$ cat config.mk
export PLATFORM = sky130hd
export DESIGN_NAME = switch_debouncer
export DESIGN_NICKNAME = d
export VERILOG_FILES = /design/src/rtl/debounce_pkg.sv /design/src/rtl/debounce_bit.sv /design/src/rtl/switch_debouncer.sv
export SDC_FILE = /design/constraint.sdc
export NUM_CORES = 1
export LEC_CHECK = 0
export ABC_CLOCK_PERIOD_IN_PS = 2600
export CORE_UTILIZATION = 45
export CTS_CLUSTER_DIAMETER = 80
export CTS_CLUSTER_SIZE = 30
export DETAILED_ROUTE_END_ITERATION = 10
export HOLD_SLACK_MARGIN = 0.12
export SLEW_MARGIN = 25
export SYNTH_ARGS = -nofsm -noshare
export SYNTH_HDL_FRONTEND = slang
export SYNTH_SLANG_ARGS = --single-unit
$ cat constraint.sdc
create_clock -name clock_in -period 2.6 [get_ports clock_in]
set_clock_uncertainty 0.1 [all_clocks]
set_input_delay 0.65 -clock clock_in [delete_from_list [all_inputs] [get_ports clock_in]]
set_output_delay 0.65 -clock clock_in [all_outputs]
set_load 0.02 [all_outputs]
$ cat src/rtl/debounce_pkg.sv
// debounce_pkg: shared state encoding and default filter lengths for the switch debouncer.
package debounce_pkg;

    typedef enum logic [1:0] {
        S_LOW,
        S_RISE_WAIT,
        S_HIGH,
        S_FALL_WAIT
    } state_e;

    localparam int DEBOUNCE_CYCLES_SIM   = 4;
    localparam int DEBOUNCE_CYCLES_BOARD = 1_000_000;

endpackage

$ cat src/rtl/debounce_bit.sv
// debounce_bit: one switch line -- synchroniser, bounce filter FSM and registered edge pulses.
module debounce_bit
    import debounce_pkg::*;
#(
    parameter int SYNC_STAGES     = 2,
    parameter int DEBOUNCE_CYCLES = 16
) (
    input  logic clk_i,
    input  logic rst_ni,
    input  logic raw_i,
    output logic stable_o,
    output logic rise_o,
    output logic fall_o
);

    localparam int CNT_W = $clog2(DEBOUNCE_CYCLES + 1);
    localparam logic [CNT_W-1:0] CNT_MAX = CNT_W'(DEBOUNCE_CYCLES);

    logic [SYNC_STAGES-1:0] sync_q;
    logic                   sync;
    state_e                 state_q, state_d;
    logic [CNT_W-1:0]       cnt_q, cnt_d, cnt_inc;
    logic                   rise_q, rise_d, fall_q, fall_d;

    always_ff @(posedge clk_i or negedge rst_ni) begin
        if (!rst_ni) begin
            sync_q  <= '0;
            state_q <= S_LOW;
            cnt_q   <= '0;
            rise_q  <= 1'b0;
            fall_q  <= 1'b0;
        end else begin
            sync_q  <= {sync_q[SYNC_STAGES-2:0], raw_i};
            state_q <= state_d;
            cnt_q   <= cnt_d;
            rise_q  <= rise_d;
            fall_q  <= fall_d;
        end
    end

    assign sync    = sync_q[SYNC_STAGES-1];
    // cnt holds samples already seen; the current disagreeing sample completes the count
    assign cnt_inc = cnt_q + 1'b1;

    always_comb begin
        state_d = state_q;
        cnt_d   = cnt_q;
        unique case (state_q)
            S_LOW: begin
                if (sync) begin
                    state_d = S_RISE_WAIT;
                    cnt_d   = CNT_W'(1);
                end
            end
            S_RISE_WAIT: begin
                if (!sync) begin
                    state_d = S_LOW;
                    cnt_d   = '0;
                end else if (cnt_inc == CNT_MAX) begin
                    state_d = S_HIGH;
                    cnt_d   = '0;
                end else begin
                    cnt_d   = cnt_inc;
                end
            end
            S_HIGH: begin
                if (!sync) begin
                    state_d = S_FALL_WAIT;
                    cnt_d   = CNT_W'(1);
                end
            end
            S_FALL_WAIT: begin
                if (sync) begin
                    state_d = S_HIGH;
                    cnt_d   = '0;
                end else if (cnt_inc == CNT_MAX) begin
                    state_d = S_LOW;
                    cnt_d   = '0;
                end else begin
                    cnt_d   = cnt_inc;
                end
            end
            default: begin
                state_d = S_LOW;
                cnt_d   = '0;
            end
        endcase
    end

    always_comb begin
        rise_d   = (state_q == S_RISE_WAIT) && (state_d == S_HIGH);
        fall_d   = (state_q == S_FALL_WAIT) && (state_d == S_LOW);
        stable_o = (state_q == S_HIGH) || (state_q == S_FALL_WAIT);
        rise_o   = rise_q;
        fall_o   = fall_q;
    end

endmodule

$ cat src/rtl/switch_debouncer.sv
// switch_debouncer: WIDTH independent debounced switch lines with rise/fall pulses and a change flag.
module switch_debouncer
    import debounce_pkg::*;
#(
    parameter int WIDTH           = 4,
    parameter int SYNC_STAGES     = 2,
    parameter int DEBOUNCE_CYCLES = 16
) (
    input  logic             clock_in,
    input  logic             reset,
    input  logic [WIDTH-1:0] switch_raw,
    output logic [WIDTH-1:0] switch_stable,
    output logic [WIDTH-1:0] switch_rise,
    output logic [WIDTH-1:0] switch_fall,
    output logic             any_change
);

    for (genvar i = 0; i < WIDTH; i++) begin : g_bit
        debounce_bit #(
            .SYNC_STAGES    (SYNC_STAGES),
            .DEBOUNCE_CYCLES(DEBOUNCE_CYCLES)
        ) u_bit (
            .clk_i   (clock_in),
            .rst_ni  (reset),
            .raw_i   (switch_raw[i]),
            .stable_o(switch_stable[i]),
            .rise_o  (switch_rise[i]),
            .fall_o  (switch_fall[i])
        );
    end

    assign any_change = |{switch_rise, switch_fall};

endmodule

==> out/qor.yml <==
status:
  outcome: "finished with violations"
  violations: "DRC"
sta:
  hold_viol: 0
  hold_ws_ns: 0.228
  fmax_mhz: 417
  slew_headroom_pct: 63.6
  worstMarginPinSlew_ns: 0.546
  min_period_over_period_pct: 92.2
  timing.final.crit_period_ns: 2.40
  rsz0062_at_grt: "false"
  report.final.slew_viol_count: 0
  tns_ns: 0
  setup_violations: 0
detailed_routing:
  num_vias: 1376
  via_per_inst: 5.44
  ant_nets: 0
  drc: 5
  wl_um: 3570
  drt-pass1-iter-count: 7
  wl_per_cell_um: 14.1
  drtIter0Drc: 66
critical_path:
  crit_arrival_ns: 1.65
  reg2reg_depth: 5
  cp.required_ns: 1.85
  r2r-start: "g_bit[3].u_bit.cnt_q[0]"
  worstSetupStartpointType: "flop"
  critPathCaptureType: "primary output"
  worstSetupPathType: "flop to primary output"
  crit_fanout: 2
  reg2reg_to: "g_bit[3].u_bit.state_q[1]"
  r2r_slack_ns: 0.88
layout:
  final_cell_mix: "44 x dfrtp_1, 27 x nand2_1, 17 x clkdlybuf4s50_1"
  post-route-util_pct: 52.9
  final_nets: 210
  layout_commonest_cell: "dfrtp_1"
  drive_above_1_share_pct: 11.9
  syn_to_final_growth_pct: 11.3
  design_area_mm2: 0.00235
  n_antenna_cell: 0
synth:
  ys_types: 34
  synth_warnings: 0
  syn_avg_cell_area_um2: 10.9
  seq_area_frac_synth_pct: 52.2
  syn-cell-area_mm2: 0.00211
  synth_fp_nets: 203
  synth_seq_cells: 44
  synthCells: 193
  synth_top_area_cell: "dfrtp_1"
  synth_top_area_share_pct: 52.2
  synth.area.top_cells: "dfrtp_1 52%, xor2_1 5.0%, nand2_1 4.8%"
power_and_ir_drop:
  power_density_mw_per_mm2: 578
  p_total_w: 0.00136
  ir_drop_mv: 0.337
  leakagePower_nw: 1.03
grt:
  grt_overflow: 0
  antenna_found_initial: 0
  grt_pass1_vias: 1345
  grt_pass1_wl_um: 6000
  grt_start_max_net_pins: 27
  track_usage_pct: 16.0
placement:
  portBuffers: 18
  dp_hpwl_um: 2630
  place_area_mm2: 0.00224
  gp_congestion: 0.838
clocking:
  cts_htree_levels: 2
  cts_buffers: 5
  cts_resized: 0
  cts_sinks: 44
  cts_setup_buffers: 0
  clock_latency_ns: 0.29
  holdBufCountCts: 0
  cts-root-buf: "clkbuf_8"
  cts_max_path_buffers: 2
  cts_tree: "yes"
  path_clk_slew_ns: 0.08
floorplanning:
  die-area_mm2: 0.00497
  core_area_mm2: 0.00444
  die_height_um: 70.5
  placementRows: 24
  pin_count: 19
  initial_utilization_pct: 47.5
  die_w_um: 70.5
flow_run:
  cap_violations: 0
min_path:
  hp-class: "primary input to async pin"
logic make-up after synthesis:
logic type                 Yosys count  synth area share, %
DFF                                 44                 52.2
buffers and inverters               23                 6.40
AOI/OAI and AO/OA                   28                 8.77
adders and majority gates            4                 2.37
xor gates and xnor gates            19                 8.95
muxes                                5                 3.32
and+or+nand+nor                     70                 18.0
synth_stat cells:
cell       count
a32o_1         1
nor2b_1        2
xor2_1        12
ha_1           4
dfrtp_1       44
o211a_1        1
inv_1          3
a21boi_0       3
o22ai_1        5
a31oi_1        3
a21oi_1        3
nor3_2         3
mux2i_2        1
a2bb2oi_1      1
nand2_1       27
clkbuf_1       5
nor4_1         2
o2111ai_1      1
mux2_4         3
xnor2_2        3
nor4b_1        2
nand3b_1       1
and3b_1        3
o21bai_1       1
nor2_1         6
xnor2_1        4
mux2_2         1
o32ai_1        2
o21ai_0        7
nand3_2        3
nand3_1       15
clkbuf_2       3
nor3b_1        6
buf_4         12
worst max-delay path, cell delays in order, from the launching register on:
cell and delay, ns:
dfrtp_1 0.38, nor4_1 0.35, nand2_1 0.09, clkdlybuf4s50_1 0.54
layout make-up:
class	instances	area [µm²]
Fill cell	386	2090
Sequential cell	44	1100
Multi-Input combinational cell	126	875
Timing Repair Buffer	20	190
Clock buffer	6	72.6
Tap cell	52	65.1
Clock inverter	2	35.0
Inverter	3	11.3
sequential cells by signal, indices dropped and copies added (netlist names):
name and cells:
g_bit.u_bit.rise_o 4, g_bit.u_bit.state_q 8, g_bit.u_bit.fall_o 4, g_bit.u_bit.sync_q 8, g_bit.u_bit.cnt_q 20
metrics by stage:
step,instances,setup slack [ns]
2_1_floorplan,193,1.05
3_3_place_gp,245,0.503
3_5_place_dp,245,0.521
4_1_cts,253,0.196
5_1_grt,253,0.119
6_report,253,0.203
how the worst max path moves through the flow:
stage | cells past startpoint | from | to
after floorplan | 5 | g_bit[3].u_bit.cnt_q[0] | g_bit[3].u_bit.state_q[1]
after CTS | 3 | g_bit[0].u_bit.rise_o | any_change
after global routing | 3 | g_bit[0].u_bit.rise_o | any_change
after global placement | 3 | g_bit[0].u_bit.rise_o | any_change
final | 3 | g_bit[0].u_bit.rise_o | any_change
after detailed placement | 3 | g_bit[0].u_bit.rise_o | any_change
power by group:
group / internal (W) / leakage [nW] / switching [W] / total (W)
Sequential: 0.000714 / 0.573 / 0.0000427 / 0.000757
Combinational: 0.0000435 / 0.400 / 0.0000534 / 0.0000969
Clock: 0.000285 / 0.0552 / 0.000219 / 0.000504
Total: 0.00104 / 1.03 / 0.000315 / 0.00136
metal layers:
layer	vias to the layer above	routed length, µm	global-route usage [%]
li1	673	-	-
met1	674	1510	18.5
met2	24	1880	28.0
met4	0	37	4.08
met3	5	142	5.77
met5	-	0	0
Note: power is estimated with default switching activity, not from simulation.
==> edit, RTL diff (config.mk and constraints unchanged) <==
Register the input `switch_raw` before use, without a reset. The logic sees it one clock later.
--- a/src/rtl/switch_debouncer.sv
+++ b/src/rtl/switch_debouncer.sv
@@ -17,2 +17,8 @@
 
+    logic [WIDTH-1:0] switch_raw_q;
+
+    always_ff @(posedge clock_in) begin
+        switch_raw_q <= switch_raw;
+    end
+
     for (genvar i = 0; i < WIDTH; i++) begin : g_bit
@@ -24,3 +30,3 @@
             .rst_ni  (reset),
-            .raw_i   (switch_raw[i]),
+            .raw_i   (switch_raw_q[i]),
             .stable_o(switch_stable[i]),
Check against the original RTL: same outputs for any inputs over 10 cycles, from zero or initial values and one cycle with reset low; that may be too few to reach the edited logic, so the function may still have changed.
==> edit against the unedited design <==
Total power rose by 0.38%. Final area rose by 3.0%. Setup slack got worse by 0.0053 ns. Sequential cell count rose by 4. First-iteration DRC count rose by 35%. Sequential share of layout area rose by 2.0 points. Hold slack improved by 0.0017 ns. Sequential power rose by 8.6%. Routed wire length fell by 0.31%. Area after synthesis rose by 3.8%. Count of clock-buffer cells in the layout rose by 2. Fmax fell by 0.22%. Global-route usage rose by 0.076 points. Critical endpoint unchanged. Highest routed layer unchanged.
==> edit: results (changes against the unedited design) <==
status:
  status: "finished, final reports clean"
critical_path:
  r2r_cells: 5  # unchanged
  cp-startpoint: "g_bit[0].u_bit.rise_o"
  timing.rr.start: "g_bit[3].u_bit.cnt_q[0]"
  worstPathMaxFanout: 2  # unchanged
  endpoint: "any_change"
  r2r_end: "g_bit[3].u_bit.state_q[1]"
  timing.reg2reg.setup_slack_ns: 0.89
  crit_arrival_ns: 1.65  # about the same
timing:
  max_slew.worst_pin.slew_ns: 0.531  # -0.0145 ns
  fin_ws_ns: 0.197  # -0.00526 ns
placed_design:
  hpwlAfterDp_mm: 2.61  # -0.83%
  dp_worst_setup_slack_ns: 0.488  # -0.0327 ns
  routabilityCongestion: 0.749  # -11%
  port-buffer-count: 18  # unchanged
  placed_cell_area_sq_mm: 0.00233  # +3.9%
clocking:
  cts-buffers-inserted: 5  # unchanged
  clk_pin_slew_worst_paths_ns: 0.08  # about the same
  clock_path_buffers: 2  # unchanged
  root_buffer: "clkbuf_8"
  clk-insertion-delay-late_ns: 0.29  # about the same
  cts_resized: 0  # unchanged
  cts-htree-levels: 2  # unchanged
  post-cts-setup-buffers: 0  # unchanged
route:
  firstDrtPassIters: 5  # -2
  wl_mm: 3.56  # -0.31%
  drt_iter0_drc: 89  # +35%
  vias: 1387  # +0.80%
logic_synthesis:
  synth_cell_types: 35  # +2.9%
  syn_nets: 207  # +2.0%
  netlist_top_cells_count: "dfrtp_1, nand2_1, nand3_1"
  ys_async_sr_fraction: 0.917  # -0.0833
  ys_seq_area_frac: 0.539  # +0.0175
  synthTopCellsByArea: "dfrtp_1, xor2_1, nand2_1"
  yosys_warnings: 0  # unchanged
  synth_ff_type: "dfrtp_1"
min_path:
  min_path_type: "input port to async pin"
layout:
  fill_cells: 433  # +12%
  num-nets-final: 213  # +1.4%
  reg_top3: "g_bit.u_bit.cnt_q (20), g_bit.u_bit.state_q (8), g_bit.u_bit.sync_q (8)"
  drive_gt1_frac: 0.108  # -0.0116
  antenna_cells: 0  # unchanged
pwr:
  p_leak_nw: 1.05  # +2.3%
  peakVddDrop_mv: 0.334  # -0.83%
global_routing:
  grt_pass1_wl_mm: 6.40  # +6.7%
  antenna_found_initial: 0  # unchanged
  grtUsageTotal: 0.161  # +0.000758
  grt_max_degree: 24  # -11%
## edit: cell types whose count changed in the layout (fill, tap and decap cells not counted), sizes merged
| cell | unedited run | this run |
|---|---|---|
| clkinv | 1 | 0 |
| clkbuf | 6 | 8 |
| dfxtp | 0 | 4 |
| bufinv | 1 | 0 |
| buf | 3 | 2 |
## edit: worst max-delay path, cell delays in order, from the launching register on
cell	delay [ns]
dfrtp_1	0.38
nor4_1	0.35
nand2_1	0.09
clkdlybuf4s50_1	0.54
## edit: report_power, final
group / switching (W) / internal [W]
sequential: 0.0000436 / 0.000779
clock: 0.000228 / 0.000217
combinational: 0.0000517 / 0.0000439
## edit: kinds of logic (layout without fill, tap and decap cells)
group / after synthesis / in the layout / synth area share
simple gates: 70 / 70 / 0.174
flops: 48 / 48 / 0.539
compound gates: 28 / 28 / 0.0845
buf+inv: 23 / 30 / 0.0617
xor+xnor: 19 / 19 / 0.0862
mux: 5 / 5 / 0.0320
fa+ha+maj: 4 / 4 / 0.0228
## edit: how the worst min path moves through the flow
stage / start / endpoint / slack, ns / cells after the start
4_1_cts: reset / g_bit[2].u_bit.sync_q[1] / 0.24 / 1
3_3_place_gp: switch_raw_q[0] / g_bit[0].u_bit.sync_q[0] / 0.22 / 0
5_1_grt: switch_raw_q[0] / g_bit[0].u_bit.sync_q[0] / 0.24 / 0
6_report: reset / g_bit[3].u_bit.cnt_q[2] / 0.23 / 1
2_1_floorplan: switch_raw_q[0] / g_bit[0].u_bit.sync_q[0] / 0.22 / 0
3_5_place_dp: switch_raw_q[1] / g_bit[1].u_bit.sync_q[0] / 0.22 / 0
## edit: routing by layer
metal	GRT usage	share of wire
met5	0	0
met4	0.0588	0.0076
met3	0.0380	0.024
met2	0.271	0.50
met1	0.202	0.47
## edit: final cells by class
class                           count  area share
Sequential cell                    48       0.488
Multi-Input combinational cell    126       0.361
Timing Repair Buffer               19      0.0807
Clock buffer                        8      0.0372
Tap cell                           54      0.0279
Inverter                            3     0.00465
## edit: metrics by stage
| stage | utilization | instances | hold WS, ns |
|---|---|---|---|
| after floorplan | - | 197 | 0.216 |
| after global placement | 0.497 | 250 | 0.218 |
| after detailed placement | 0.497 | 250 | 0.222 |
| after CTS | 0.516 | 258 | 0.236 |
| after global routing | 0.516 | 258 | 0.242 |
| final | 0.516 | 258 | 0.230 |
